**config.mk**
```make
export PLATFORM = sky130hd
export DESIGN_NAME = ctrl_fsm
export DESIGN_NICKNAME = d
export VERILOG_FILES = /design/src/rtl/ctrl_pkg.sv /design/src/rtl/ctrl_decode.sv /design/src/rtl/ctrl_fsm.sv
export SDC_FILE = /design/constraint.sdc
export NUM_CORES = 1
export LEC_CHECK = 0
export BUFFER_PORTS_ARGS = -buffer_cell sky130_fd_sc_hd__buf_2
export CORE_ASPECT_RATIO = 0.8
export CORE_MARGIN = 1.5
export CORE_UTILIZATION = 45
export DETAILED_ROUTE_END_ITERATION = 7
export PLACE_DENSITY = 0.72
export SKIP_LAST_GASP = 1
export SYNTH_ARGS = -nofsm -noshare
export SYNTH_HDL_FRONTEND = slang
export SYNTH_SLANG_ARGS = --single-unit
```
**constraint.sdc**
```tcl
create_clock -name clk -period 2.85 [get_ports clk]
set_input_delay 0.4275 -clock clk [delete_from_list [all_inputs] [get_ports clk]]
set_output_delay 0.4275 -clock clk [all_outputs]
set_load 0.02 [all_outputs]
```
**src/rtl/ctrl_pkg.sv**
```systemverilog
// Shared encodings for the instruction-sequencing controller: FSM states,
// opcode/funct fields, ALU operation codes and the reset IR value.
package ctrl_pkg;

   typedef enum logic [2:0] {
      ST_FETCH  = 3'd0,
      ST_DECODE = 3'd1,
      ST_EXEC   = 3'd2,
      ST_MEM    = 3'd3,
      ST_WB     = 3'd4,
      ST_TRAP   = 3'd5
   } state_t;

   localparam logic [6:0] OPC_OP_IMM = 7'b0010011;
   localparam logic [6:0] OPC_LOAD   = 7'b0000011;

   localparam logic [2:0] F3_LW      = 3'b010;
   localparam logic [2:0] F3_SLL     = 3'b001;
   localparam logic [2:0] F3_SRX     = 3'b101;

   localparam logic [6:0] F7_ZERO    = 7'b0000000;
   localparam logic [6:0] F7_ALT     = 7'b0100000;

   localparam logic [3:0] ALU_ADD    = 4'd0;
   localparam logic [3:0] ALU_SLL    = 4'd1;
   localparam logic [3:0] ALU_SLT    = 4'd2;
   localparam logic [3:0] ALU_SLTU   = 4'd3;
   localparam logic [3:0] ALU_XOR    = 4'd4;
   localparam logic [3:0] ALU_SRL    = 4'd5;
   localparam logic [3:0] ALU_OR     = 4'd6;
   localparam logic [3:0] ALU_AND    = 4'd7;
   localparam logic [3:0] ALU_SRA    = 4'd13;

   localparam logic [31:0] INSTR_NOP = 32'h0000_0013;

   // Writes to x0 are discarded, so the write enable depends on rd.
   function automatic logic rd_nonzero(input logic [31:0] ir);
      return |ir[11:7];
   endfunction

endpackage

```
**src/rtl/ctrl_decode.sv**
```systemverilog
// Instruction decode: maps the latched IR fields to an ALU operation,
// flags loads and reports whether the encoding is one we execute.
module ctrl_decode
   import ctrl_pkg::*;
(
   input  logic [6:0] opcode,
   input  logic [2:0] funct3,
   input  logic [6:0] funct7,
   output logic [3:0] alu_ctrl,
   output logic       is_load,
   output logic       legal
);

   // OP-IMM codes follow funct3 directly; only the right shift needs funct7
   // to pick between logical and arithmetic.
   always_comb begin
      alu_ctrl = ALU_ADD;
      is_load  = 1'b0;
      legal    = 1'b0;
      case (opcode)
         OPC_LOAD: begin
            if (funct3 == F3_LW) begin
               is_load = 1'b1;
               legal   = 1'b1;
            end
         end
         OPC_OP_IMM: begin
            case (funct3)
               F3_SLL: begin
                  alu_ctrl = ALU_SLL;
                  legal    = (funct7 == F7_ZERO);
               end
               F3_SRX: begin
                  if (funct7 == F7_ZERO) begin
                     alu_ctrl = ALU_SRL;
                     legal    = 1'b1;
                  end else if (funct7 == F7_ALT) begin
                     alu_ctrl = ALU_SRA;
                     legal    = 1'b1;
                  end
               end
               default: begin
                  alu_ctrl = {1'b0, funct3};
                  legal    = 1'b1;
               end
            endcase
         end
         default: ;
      endcase
   end

endmodule

```
**src/rtl/ctrl_fsm.sv**
```systemverilog
// Multi-cycle instruction sequencer: fetches, decodes and steps OP-IMM and
// LW instructions through EXEC/MEM/WB, keeps the PC, IR and retired count,
// and parks in TRAP on any unsupported encoding until reset.
//
//   state  | meaning
//   FETCH  | imem request outstanding, IR loads on imem_ready
//   DECODE | IR legality check, picks EXEC or TRAP
//   EXEC   | one cycle, alu_ctrl driven from IR
//   MEM    | LW data read outstanding, waits for dmem_ready
//   WB     | one cycle, register write, pc += 4, instret += 1
//   TRAP   | absorbing until reset, illegal asserted
module ctrl_fsm
   import ctrl_pkg::*;
#(
   parameter logic [31:0] RESET_PC = 32'h0000_0000
) (
   input  logic        clk,
   input  logic        rst,
   output logic        imem_req,
   input  logic        imem_ready,
   input  logic [31:0] instr,
   output logic        dmem_req,
   input  logic        dmem_ready,
   output logic [31:0] pc_out,
   output logic [31:0] ir_out,
   output logic [3:0]  alu_ctrl,
   output logic        wb_sel,
   output logic        rf_we,
   output logic        illegal,
   output logic [31:0] instret
);

   state_t      state;
   state_t      state_nxt;
   logic [31:0] pc_q;
   logic [31:0] ir_q;
   logic [31:0] instret_q;

   logic [3:0]  dec_alu;
   logic        dec_is_load;
   logic        dec_legal;

   ctrl_decode u_decode (
      .opcode   (ir_q[6:0]),
      .funct3   (ir_q[14:12]),
      .funct7   (ir_q[31:25]),
      .alu_ctrl (dec_alu),
      .is_load  (dec_is_load),
      .legal    (dec_legal)
   );

   // State register; reset overrides any pending transition.
   always_ff @(posedge clk) begin
      if (rst) state <= ST_FETCH;
      else     state <= state_nxt;
   end

   // Next-state selection; ready inputs only matter in their own states.
   always_comb begin
      state_nxt = state;
      case (state)
         ST_FETCH:  if (imem_ready) state_nxt = ST_DECODE;
         ST_DECODE: state_nxt = dec_legal ? ST_EXEC : ST_TRAP;
         ST_EXEC:   state_nxt = dec_is_load ? ST_MEM : ST_WB;
         ST_MEM:    if (dmem_ready) state_nxt = ST_WB;
         ST_WB:     state_nxt = ST_FETCH;
         ST_TRAP:   state_nxt = ST_TRAP;
         default:   state_nxt = ST_FETCH;
      endcase
   end

   // Datapath registers: IR capture on fetch, PC and retire count on WB.
   always_ff @(posedge clk) begin
      if (rst) begin
         pc_q      <= RESET_PC;
         ir_q      <= INSTR_NOP;
         instret_q <= 32'd0;
      end else begin
         if (state == ST_FETCH && imem_ready) ir_q <= instr;
         if (state == ST_WB) begin
            pc_q      <= pc_q + 32'd4;
            instret_q <= instret_q + 32'd1;
         end
      end
   end

   // Outputs decoded from state and IR; imem_req is also held off while
   // rst is asserted so no fetch is issued during the reset cycle.
   always_comb begin
      imem_req = (state == ST_FETCH) && !rst;
      dmem_req = (state == ST_MEM);
      wb_sel   = dec_is_load && (state == ST_MEM || state == ST_WB);
      rf_we    = (state == ST_WB) && rd_nonzero(ir_q);
      alu_ctrl = (state == ST_EXEC) ? dec_alu : ALU_ADD;
      illegal  = (state == ST_TRAP);
   end

   assign pc_out  = pc_q;
   assign ir_out  = ir_q;
   assign instret = instret_q;

endmodule
```
==> results of run 1 <==
layout make-up:
class | instances | area (µm²)
Sequential cell | 97 | 1940
Clock inverter | 5 | 77.6
Inverter | 9 | 33.8
Tap cell | 136 | 170
Timing Repair Buffer | 146 | 763
Clock buffer | 11 | 253
Fill cell | 929 | 4060
Multi-Input combinational cell | 412 | 2390
registers in the layout (all words and copies together) (netlist names):
register	flops
instret	32
ir_out	32
pc_out	30
state	3
cell usage after synthesis, types with 3 or more instances:
cell	n
clkbuf_1	29
mux2_2	5
nor4_1	13
xnor2_1	11
or4_1	32
o31ai_1	31
nor2b_1	6
nand4_1	17
nor3_1	7
nand3_1	23
dfxtp_1	97
o21ai_0	8
nor2_1	33
nand2b_1	4
and3_1	3
nand2_1	90
inv_1	9
and4_1	7
nand3b_1	5
and2_1	5
xor2_1	8
buf_1	3
a21oi_1	69
or3_1	8
per-layer routing:
metal  vias to the layer above  global-route usage  wire (µm)
met1                      2118               0.317       5740
li1                       2254                   -          -
met4                         0              0.0576        132
met3                        13              0.0713        854
met5                         -                   0          0
met2                       146               0.357       5370
cells in the final DEF (no fill, tap or decap), drive strengths merged, types with 2 or more instances in the layout:
| cell | synthesis | layout |
|---|---|---|
| a211o | 2 | 2 |
| a21oi | 69 | 69 |
| and2 | 5 | 5 |
| and3 | 3 | 3 |
| and4 | 7 | 7 |
| buf | 8 | 146 |
| bufinv | 0 | 2 |
| clkbuf | 29 | 11 |
| clkinv | 0 | 2 |
| conb | 1 | 2 |
| dfxtp | 97 | 97 |
| ha | 2 | 2 |
| inv | 9 | 9 |
| mux2 | 5 | 5 |
| nand2 | 90 | 90 |
| nand2b | 4 | 4 |
| nand3 | 23 | 23 |
| nand3b | 5 | 5 |
| nand4 | 17 | 17 |
| nor2 | 33 | 33 |
| nor2b | 6 | 6 |
| nor3 | 7 | 7 |
| nor3b | 3 | 3 |
| nor4 | 13 | 13 |
| o21ai | 8 | 8 |
| o22ai | 2 | 2 |
| o31ai | 31 | 31 |
| or2 | 2 | 2 |
| or3 | 9 | 9 |
| or4 | 33 | 33 |
| xnor2 | 11 | 11 |
| xor2 | 8 | 8 |
worst max-delay path by stage:
| stage | end | depth (start not counted) | startpoint |
|---|---|---|---|
| 2_1_floorplan | alu_ctrl[3] | 4 | ir_out[2] |
| 3_3_place_gp | alu_ctrl[3] | 5 | ir_out[2] |
| 3_5_place_dp | alu_ctrl[3] | 5 | ir_out[2] |
| 4_1_cts | alu_ctrl[3] | 5 | ir_out[2] |
| 5_1_grt | alu_ctrl[3] | 5 | ir_out[2] |
| 6_report | alu_ctrl[3] | 5 | ir_out[2] |
logic make-up (layout without fill, tap and decap cells):
kind of cell / after synthesis / in the layout / share of synthesized area
other: 1 / 2 / 0.000832
adder cells (fa/ha/maj): 2 / 2 / 0.00555
flip-flops: 97 / 97 / 0.431
buffers and inverters: 46 / 171 / 0.0422
XOR/XNOR: 19 / 19 / 0.0369
multiplexers: 5 / 5 / 0.0125
AND/OR/NAND/NOR: 265 / 265 / 0.313
AO/OA/AOI/OAI: 119 / 119 / 0.158
metrics by stage:
step	worst slack (ns)	hold slack [ns]	utilization
5_1_grt	0.102	0.284	0.581
3_5_place_dp	0.580	0.446	0.546
6_report	0.308	0.295	0.581
2_1_floorplan	0.555	0.535	-
3_3_place_gp	0.593	0.440	0.546
4_1_cts	0.206	0.280	0.580
power breakdown:
part	leakage [nW]	switching (mW)	internal (mW)
clock network	0.162	0.507	0.814
registers	0.787	0.120	1.47
logic	1.30	0.541	0.297
repair_timing:
action                     in CTS  in global routing
setup endpoints to repair       0                  1
setup buffers                   0                  0
gates resized for setup         0                  1
==> results.md, run 1 <==
* Status: finished clean
* #FFs+latches synth at 97
* R2R Setup Slk at 0.56 ns
* Tot Pwr at 3.75 mW
* Sequential share of the synthesized area at 0.431
* P_leak at 2.24 nW
* DR WL/cell at 14.8 µm
* Area leader, netlist: dfxtp_1
* Number of max-cap violations at 0
* Ant diodes at 0
* Clock latency at the later pin of the worst-skew pair at 0.34 ns
* Nets at 713
* Initial drt markers at between 300 and 400
* Clock H-tree levels at 3
* Synth-to-Final Area Change at 24.9%
* PD cells at 666 nW/µm²
* Max Freq at a little under 0.4 GHz
* RSZ-0062 raised after global routing: no
* DR vias/cell at 5.55
* Total length of routed wires at 12.1 mm
* Worst path arrival time at 2.11 ns
* Vias in the first global route at approximately 4,000
* Sink Count at 97
* CP Capture Type: output port
* Worst path top cell family by delay: simple AND/OR/NAND/NOR gates
* Cts bufs inserted at 9
* Mapped cell area at 4510 µm²
* Placer Congestion at 0.856
* Tcrit/Tclk final at 0.892
* Setup_tns at 0 ns
* Reg2Reg Depth at 4
* Peak supply drop at about 0.56 mV
* DP HPWL at 8.45 mm
* Gr usage total at 0.232
* Root buf cell: clkbuf_16
* CORE AREA at 9690 µm²
* Fin Clk Skew at 0.00504 ns
* I/O Buffers at around 140
* Vias at 4,531
* Hold path depth at 2
* Initial antenna violation count at 1
* Initial core utilization at 0.465
* Finished Layout Cells at around 800
* Die Ht at 92.5 µm
* TritonCTS clock tree: done
* Hold Path Origin: instr[4]
* DIE AREA at 10,600 µm²
* Share of cells above drive strength 1 at 0.259
* First-pass GRT wire length at between 15 and 20 mm
* DRC at 0
* IO Count at 141
* Worst-path fanout max at 4
* Main synth FF type: dfxtp_1
* Max-slew violations at 0
* Clk buf depth at 2
* Post-synth EDFFs at 0
* Post-route ant nets at 0
* Critical-path cell list: or4_1 -> nor4_2 -> nand2_1 -> nor3_1 -> buf_2
* Placed cell count at 800
* Fraction of registers with async set or reset after synthesis at 0
* CP required at 2.42 ns
* Cells after synthesis at 554
* Critical path launch point type: flip-flop
* Synth area leaders: dfxtp_1 43%, a21oi_1 7.7%, nand2_1 7.5%
* Yosys warns at 0
* Hold_buf cts at 0
* Clk slew on worst S/H paths at 0.06 ns
* Rows at 32
* Design Area, Final at 5630 µm²
* Slowest Stage Delay on Critical Path at around 0.58 ns
* Syn_area_per_cell at 8.13 µm²
* Minimum clock period at 2.54 ns
* DP Area at 5290 µm²
* Grt ovf at 0
* Hold EP: ir_out[4]
* Worst path bufs/invs at 1
* Critical setup path kind: reg -> out
* Unique cell type count in the Yosys netlist at 49
* Setup-failing EPs final at 0
* Final-report hold violation count at 0
* Drt pass-1 iters at 6
* FF-to-FF End: instret[30]
* CP max-delay cell: or4_1
* Worst Hold Class: in -> reg
* Top cell type's share of synthesized area at 0.431
* Worst Tran Pin Value at 0.648 ns
* R2r startpoint: state[0]
* Die Wd at 115 µm
* Largest net degree at the start of global routing at 53
* Slew margin rel. at 0.567
(Power assumes the default switching activity.)
==> run 2: changes to the inputs <==
==> constraint.sdc (replaced) <==
create_clock -name clk -period 2.85 [get_ports clk]
set_input_delay 0.57 -clock clk [delete_from_list [all_inputs] [get_ports clk]]
set_output_delay 0.57 -clock clk [all_outputs]
set_load 0.02 [all_outputs]
==> run 2 against run 1 <==
  * Combinational power decreased by 1%
  * Power fell by 2.9%
  * Clock power is 8% lower
  * Via count about the same
  * Utilization decreased by 0.43 points
  * Setup slack got worse by 0.13 ns
  * First-iteration DRC count rose by 15%
  * Worst hold slack improved by 0.14 ns
  * Die area unchanged
  * Global-route usage fell by 0.54 points
  * Critical path depth unchanged
  * Maximum frequency down 4.8%
  * Critical path type unchanged
  * Highest routed layer unchanged
==> results.md, run 2 (synthesis results as in run 1) <==
* Critical path launch point type: flip-flop
* Clk buf depth at 2 (unchanged)
* Commonest non-fill, non-tap cell in the layout: buf_2
* Postcts setup bufs at 0 (unchanged)
* R2r startpoint: state[1]
* P_leak at 2.22 nW (-1.2%)
* Status: finished clean
* Root buf cell: clkbuf_16
* Reg2Reg Depth at 4 (unchanged)
* Slew margin rel. at 0.566 (about the same)
* Crit path from: ir_out[2]
* IO Count at 141 (unchanged)
* Post-route ant nets at 0 (unchanged)
* Worst-path fanout max at 4 (unchanged)
* DRC at 0 (unchanged)
* Minimum clock period at 2.67 ns (+0.129 ns)
* Clk slew on worst S/H paths at 0.07 ns (about the same)
* Worst path arrival time at 2.10 ns (about the same)
* Peak supply drop at 0.449 mV (-20%)
* Fin Clk Skew at 0.00647 ns (+0.00144 ns)
* Gr usage total at 0.226 (-0.00544)
* Drt pass-1 iters at 5 (-1)
* Initial core utilization at 0.465 (unchanged)
* CP Capture Type: output port
* Most frequent cells in the layout: 138 x buf_2, 97 x dfxtp_1, 90 x nand2_1, 69 x a21oi_1, 33 x nor2_1
* Tcrit/Tclk final at 0.937 (+0.0454)
* Initial drt markers at 358 (+15%)
* Clock latency at the later pin of the worst-skew pair at 0.34 ns (about the same)
* FF-to-FF End: pc_out[31]
* Final WS setup at 0.179 ns (-0.129 ns)
* Synth-to-Final Area Change at 24.0%
* CP required at 2.28 ns (-0.14 ns)
* Worst Tran Pin Value at 0.649 ns (+0.000781 ns)
* I/O Buffers at 138 (unchanged)
* Die Wd at 115 µm (unchanged)
* Max-slew violations at 0 (unchanged)
* Met1 wire length at 5.66 mm (-1.4%)
* TritonCTS clock tree: done
* Largest net degree at the start of global routing at 104 (+96%)
* Clock H-tree levels at 3 (unchanged)
* Worst Setup EP: alu_ctrl[3]
* Die Ht at 92.5 µm (unchanged)
* Initial antenna violation count at 0 (-1)
* RSZ-0062 raised after global routing: no
* Worst Hold Class: in -> reg
* Final-report hold violation count at 0 (unchanged)
* Critical setup path kind: reg -> out
* DR vias/cell at 5.56 (+0.17%)
* First-pass GRT wire length at 19.6 mm (-1.3%)
* DIE AREA at 10,600 µm² (unchanged)
* PD cells at 652 nW/µm² (-2.1%)
* Share of cells above drive strength 1 at 0.256 (-0.00256)
* Setup WS pre-CTS at 0.408 ns (-0.171 ns)
* Max Freq at 0.374 GHz (-4.8%)
* Cts repair resizes at 0 (unchanged)
* Rows at 32 (unchanged)
* CORE AREA at 9690 µm² (unchanged)
* Fillers at 895 (-3.7%)
* Setup_tns at 0 ns (unchanged)
* Nets at 712 (-0.14%)
* Met2 wire len at 5.26 mm (-2.1%)
* Met3 wire len at 837 µm (-2.0%)
* Setup-failing EPs final at 0 (unchanged)
* DP HPWL at 8.12 mm (-3.9%)
* Placer Congestion at 0.870 (+1.6%)
* DR WL/cell at 14.6 µm (-1.7%)
* Vias in the first global route at 4,029 (-2.0%)
* Cts bufs inserted at 9 (unchanged)
* R2R Setup Slk at 0.57 ns (about the same)
* Number of max-cap violations at 0 (unchanged)
* Vias at 4,533 (+0.044%)
* Total length of routed wires at 11.9 mm (-1.8%)
* Sink Count at 97 (unchanged)
* Top Metal Used: met4
* Hold Path Origin: instr[4]
* Hold_buf cts at 0 (unchanged)
* Grt ovf at 0 (unchanged)
* Ant diodes at 0 (unchanged)
run 2: how the worst min path moves through the flow:
stage               cells after the start  slack, ns          to
floorplan                               2       0.53  ir_out[15]
global placement                        2       0.44  ir_out[22]
detailed placement                      2       0.45  ir_out[22]
CTS                                     2       0.42   ir_out[4]
global route                            3       0.43   ir_out[1]
finish                                  2       0.43   ir_out[4]
run 2: per-stage QoR:
stage	power, mW	hold slack, ns	cell area (µm²)	utilization	instances
final	3.64	0.432	5590	0.577	815
after global routing	3.85	0.426	5590	0.577	815
after CTS	3.67	0.425	5580	0.576	815
after detailed placement	2.44	0.446	5280	0.545	799
after global placement	2.42	0.440	5280	0.545	799
after floorplan	2.17	0.535	4510	-	555
run 2: worst max-delay path, cell delays in order, from the launching register on:
cell and delay [ns]:
dfxtp_1 0.33, or4_1 0.59, nor4_2 0.35, nand2_1 0.12
nor3_1 0.18, buf_2 0.19
run 2: layout make-up:
| cell class | instances | area, µm² | area share |
|---|---|---|---|
| clock inverter | 6 | 67.6 | 0.0121 |
| clock buffer | 10 | 229 | 0.0410 |
| sequential | 97 | 1940 | 0.348 |
| inverter | 9 | 33.8 | 0.00605 |
| multi-input combinational | 412 | 2390 | 0.428 |
| timing repair buffer | 145 | 756 | 0.135 |
| tap | 136 | 170 | 0.0305 |
run 2: per-layer routing:
metal,up-vias,GRT usage
li1,2262,-
met1,2111,0.311
met2,147,0.344
met3,13,0.0687
met4,0,0.0628
met5,-,0
run 2: power breakdown:
part           leakage [nW]  internal, mW  switching, mW  total [mW]
Clock                 0.139         0.684          0.538        1.22
Sequential            0.787          1.47          0.121        1.59
Combinational          1.29         0.296          0.533       0.829
==> run 3: changes to the inputs <==
BUFFER_PORTS_ARGS = default   (was -buffer_cell sky130_fd_sc_hd__buf_2)
CAP_MARGIN = 0   (was default)
DONT_BUFFER_PORTS = 1   (was default)
PLACE_DENSITY = default   (was 0.72)
SYNTH_HIERARCHICAL = 1   (was default)
==> run 3 against run 2 <==
  * Register-to-register slack worse by 0.18 ns
  * Largest power group unchanged
  * Utilization down 6.7 points
  * Count of clock-buffer cells in the layout is 1 higher
  * Flip-flop and latch count stayed put
  * Synthesized area shrank 1.1%
==> results.md, run 3 <==
* Nets at 578 (-19%)
* Die Wd at 114 µm (-0.54%)
* Max-slew violations at 0 (unchanged)
* Syn_area_per_cell at 8.15 µm² (+0.15%)
* P_leak at 1.56 nW (-30%)
* Grt ovf at 0 (unchanged)
* Worst path top cell family by delay: simple AND/OR/NAND/NOR gates
* TritonCTS clock tree: done
* DRC at 0 (unchanged)
* Clock latency at the later pin of the worst-skew pair at 0.33 ns (about the same)
* Gr usage total at 0.207 (-0.0190)
* Max Freq at 0.372 GHz (-0.54%)
* DR vias/cell at 5.90 (+6.1%)
* Placer Congestion at 0.762 (-12%)
* First-pass GRT wire length at 17.7 mm (-9.5%)
* Die Ht at 92 µm (-0.54%)
* Initial core utilization at 0.462 (-0.00326)
* Cts repair resizes at 0 (unchanged)
* Vias in the first global route at 3,572 (-11%)
* Cts bufs inserted at 9 (unchanged)
* Hold path depth at 1 (-1)
* CP max-delay cell: dfxtp_1
* Hold EP: ir_out[8]
* Slew margin rel. at 0.570 (+0.00343)
* Top cell type's share of synthesized area at 0.436 (+0.00484)
* Ant diodes at 0 (unchanged)
* #FFs+latches synth at 97 (unchanged)
* PD cells at 741 nW/µm² (+14%)
* CP required at 2.28 ns (about the same)
* Number of max-cap violations at 0 (unchanged)
* Commonest non-fill, non-tap cell in the layout: dfxtp_1
* Placed cell count at 665 (-17%)
* Synth area leaders: dfxtp_1 44%, a21oi_1 8.4%, nand2_1 7.8%
* Setup WS pre-CTS at 0.425 ns (+0.0166 ns)
* Critical-path cell list: inv_1 -> or3_1 -> nor3_1 -> o21a_1
* Root buf cell: clkbuf_16
* Most frequent cells in the layout: 97 x dfxtp_1, 93 x nand2_1, 75 x a21oi_1, 33 x or4_1, 28 x o31ai_1
* DR WL/cell at 16.2 µm (+11%)
* RSZ-0062 raised after global routing: no
* Worst path bufs/invs at 1 (unchanged)
* FF-to-FF End: instret[30]
* Post-route ant nets at 0 (unchanged)
* CP Capture Type: output port
* Design Area, Final at 4910 µm² (-12%)
* Slowest Stage Delay on Critical Path at 0.50 ns (-0.09 ns)
* Total length of routed wires at 11.0 mm (-7.4%)
* Minimum clock period at 2.69 ns (+0.0146 ns)
* R2r startpoint: state[2]
* Initial antenna violation count at 0 (unchanged)
* Unique cell type count in the Yosys netlist at 41 (-16%)
* Tot Pwr at 3.64 mW (about the same)
* Main synth FF type: dfxtp_1
* Synth top cells by count: 97 x dfxtp_1, 93 x nand2_1, 75 x a21oi_1, 33 x or4_1, 30 x clkbuf_1
* Area leader, netlist: dfxtp_1
* Share of cells above drive strength 1 at 0.0752 (-0.181)
* Final WS setup at 0.164 ns (-0.0146 ns)
* Setup-failing EPs final at 0 (unchanged)
* Clk slew on worst S/H paths at 0.06 ns (about the same)
* Tcrit/Tclk final at 0.942 (+0.00512)
* I/O Buffers at 0 (-100%)
* Worst Hold Class: in -> reg
* Status: finished clean
* Worst path arrival time at 2.12 ns (+0.02 ns)
* Cells after synthesis at 547 (-1.3%)
* Hold Path Origin: rst
* Drt pass-1 iters at 4 (-1)
* R2R Setup Slk at 0.39 ns (-0.18 ns)
* Post-synth EDFFs at 0 (unchanged)
* Initial drt markers at 233 (-35%)
* Final-report hold violation count at 0 (unchanged)
* DP Area at 4610 µm² (-13%)
* Rows at 32 (unchanged)
* IO Count at 141 (unchanged)
* Clk buf depth at 2 (unchanged)
* CORE AREA at 9650 µm² (-0.41%)
* Critical path launch point type: flip-flop
* Clock H-tree levels at 3 (unchanged)
* Setup_tns at 0 ns (unchanged)
* Worst hold margin at 0.309 ns (-0.123 ns)
* Postcts setup bufs at 0 (unchanged)
* Reg2Reg Depth at 4 (unchanged)
* Fraction of registers with async set or reset after synthesis at 0 (unchanged)
* Sequential share of the synthesized area at 0.436 (+0.00484)
* DIE AREA at 10,500 µm² (-1.1%)
* Vias at 4,017 (-11%)
* Critical setup path kind: reg -> out
* Fin util at 0.509 (-0.0672)
* Yosys warns at 6 (+6)
* Most frequent cell after synthesis: dfxtp_1
* DP HPWL at 7.64 mm (-5.9%)
* Worst-path fanout max at 4 (unchanged)
* Fin Clk Skew at 0.00434 ns (-0.00213 ns)
* Sink Count at 97 (unchanged)
* Mapped cell area at 4460 µm² (-1.1%)
* Finished Layout Cells at 681 (-16%)
* Largest net degree at the start of global routing at 99 (-4.8%)
* Worst Tran Pin Value at 0.644 ns (-0.00551 ns)
* Hold_buf cts at 0 (unchanged)
* Peak supply drop at 0.352 mV (-22%)
* Synth-to-Final Area Change at 10.3%
==> run 3: changes by cell type in the layout (fill, tap and decap cells not counted), moves of 4 or more <==
cell,change
o21ai_0,+4
buf_2,-138
nor2b_1,-5
and3_1,+6
a21oi_1,+6
nor4_1,-6
nor2_1,-8
buf_4,+8
==> run 3: kinds of logic after synthesis <==
logic type | after synthesis | synth area share
multiplexers | 2 | 0.00505
buffers and inverters | 44 | 0.0390
adder cells (fa/ha/maj) | 2 | 0.00562
flip-flops | 97 | 0.436
XOR/XNOR | 20 | 0.0393
AND/OR/NAND/NOR | 259 | 0.317
AO/OA/AOI/OAI | 122 | 0.157
other | 1 | 0.000842
==> run 3: final cells by class <==
| class | count | area [µm²] |
|---|---|---|
| Clock inverter | 5 | 63.8 |
| Tap cell | 136 | 170 |
| Fill cell | 966 | 4730 |
| Inverter | 11 | 41.3 |
| Sequential cell | 97 | 1940 |
| Timing Repair Buffer | 14 | 105 |
| Multi-Input combinational cell | 407 | 2350 |
| Clock buffer | 11 | 243 |
==> run 3: power breakdown <==
group | total, mW | switching [mW] | internal (mW)
combinational | 0.684 | 0.437 | 0.247
sequential | 1.73 | 0.251 | 1.48
clock | 1.23 | 0.515 | 0.711
==> run 3: layer usage <==
layer  part of all wire  global-route usage
met3              0.090              0.0773
met5                  0                   0
met1               0.46               0.266
met4              0.011              0.0594
met2               0.44               0.326
==> run 3: worst register-to-register path, delay by kind of cell (launching register included) <==
| family | cells | cell delay [ns] |
|---|---|---|
| flip-flops | 1 | 0.48 |
| AO/OA/AOI/OAI | 1 | 0.15 |
| AND/OR/NAND/NOR | 3 | 1.77 |
==> run 3: how the worst max path moves through the flow <==
stage | start | to | slack (ns) | cells after the start
after floorplan | pc_out[10] | pc_out[31] | 0.63 | 5
after global placement | pc_out[11] | pc_out[31] | 0.49 | 4
after detailed placement | state[2] | instret[30] | 0.43 | 4
after CTS | ir_out[13] | wb_sel | 0.15 | 4
after global routing | ir_out[13] | wb_sel | 0.03 | 4
final | ir_out[13] | wb_sel | 0.16 | 4
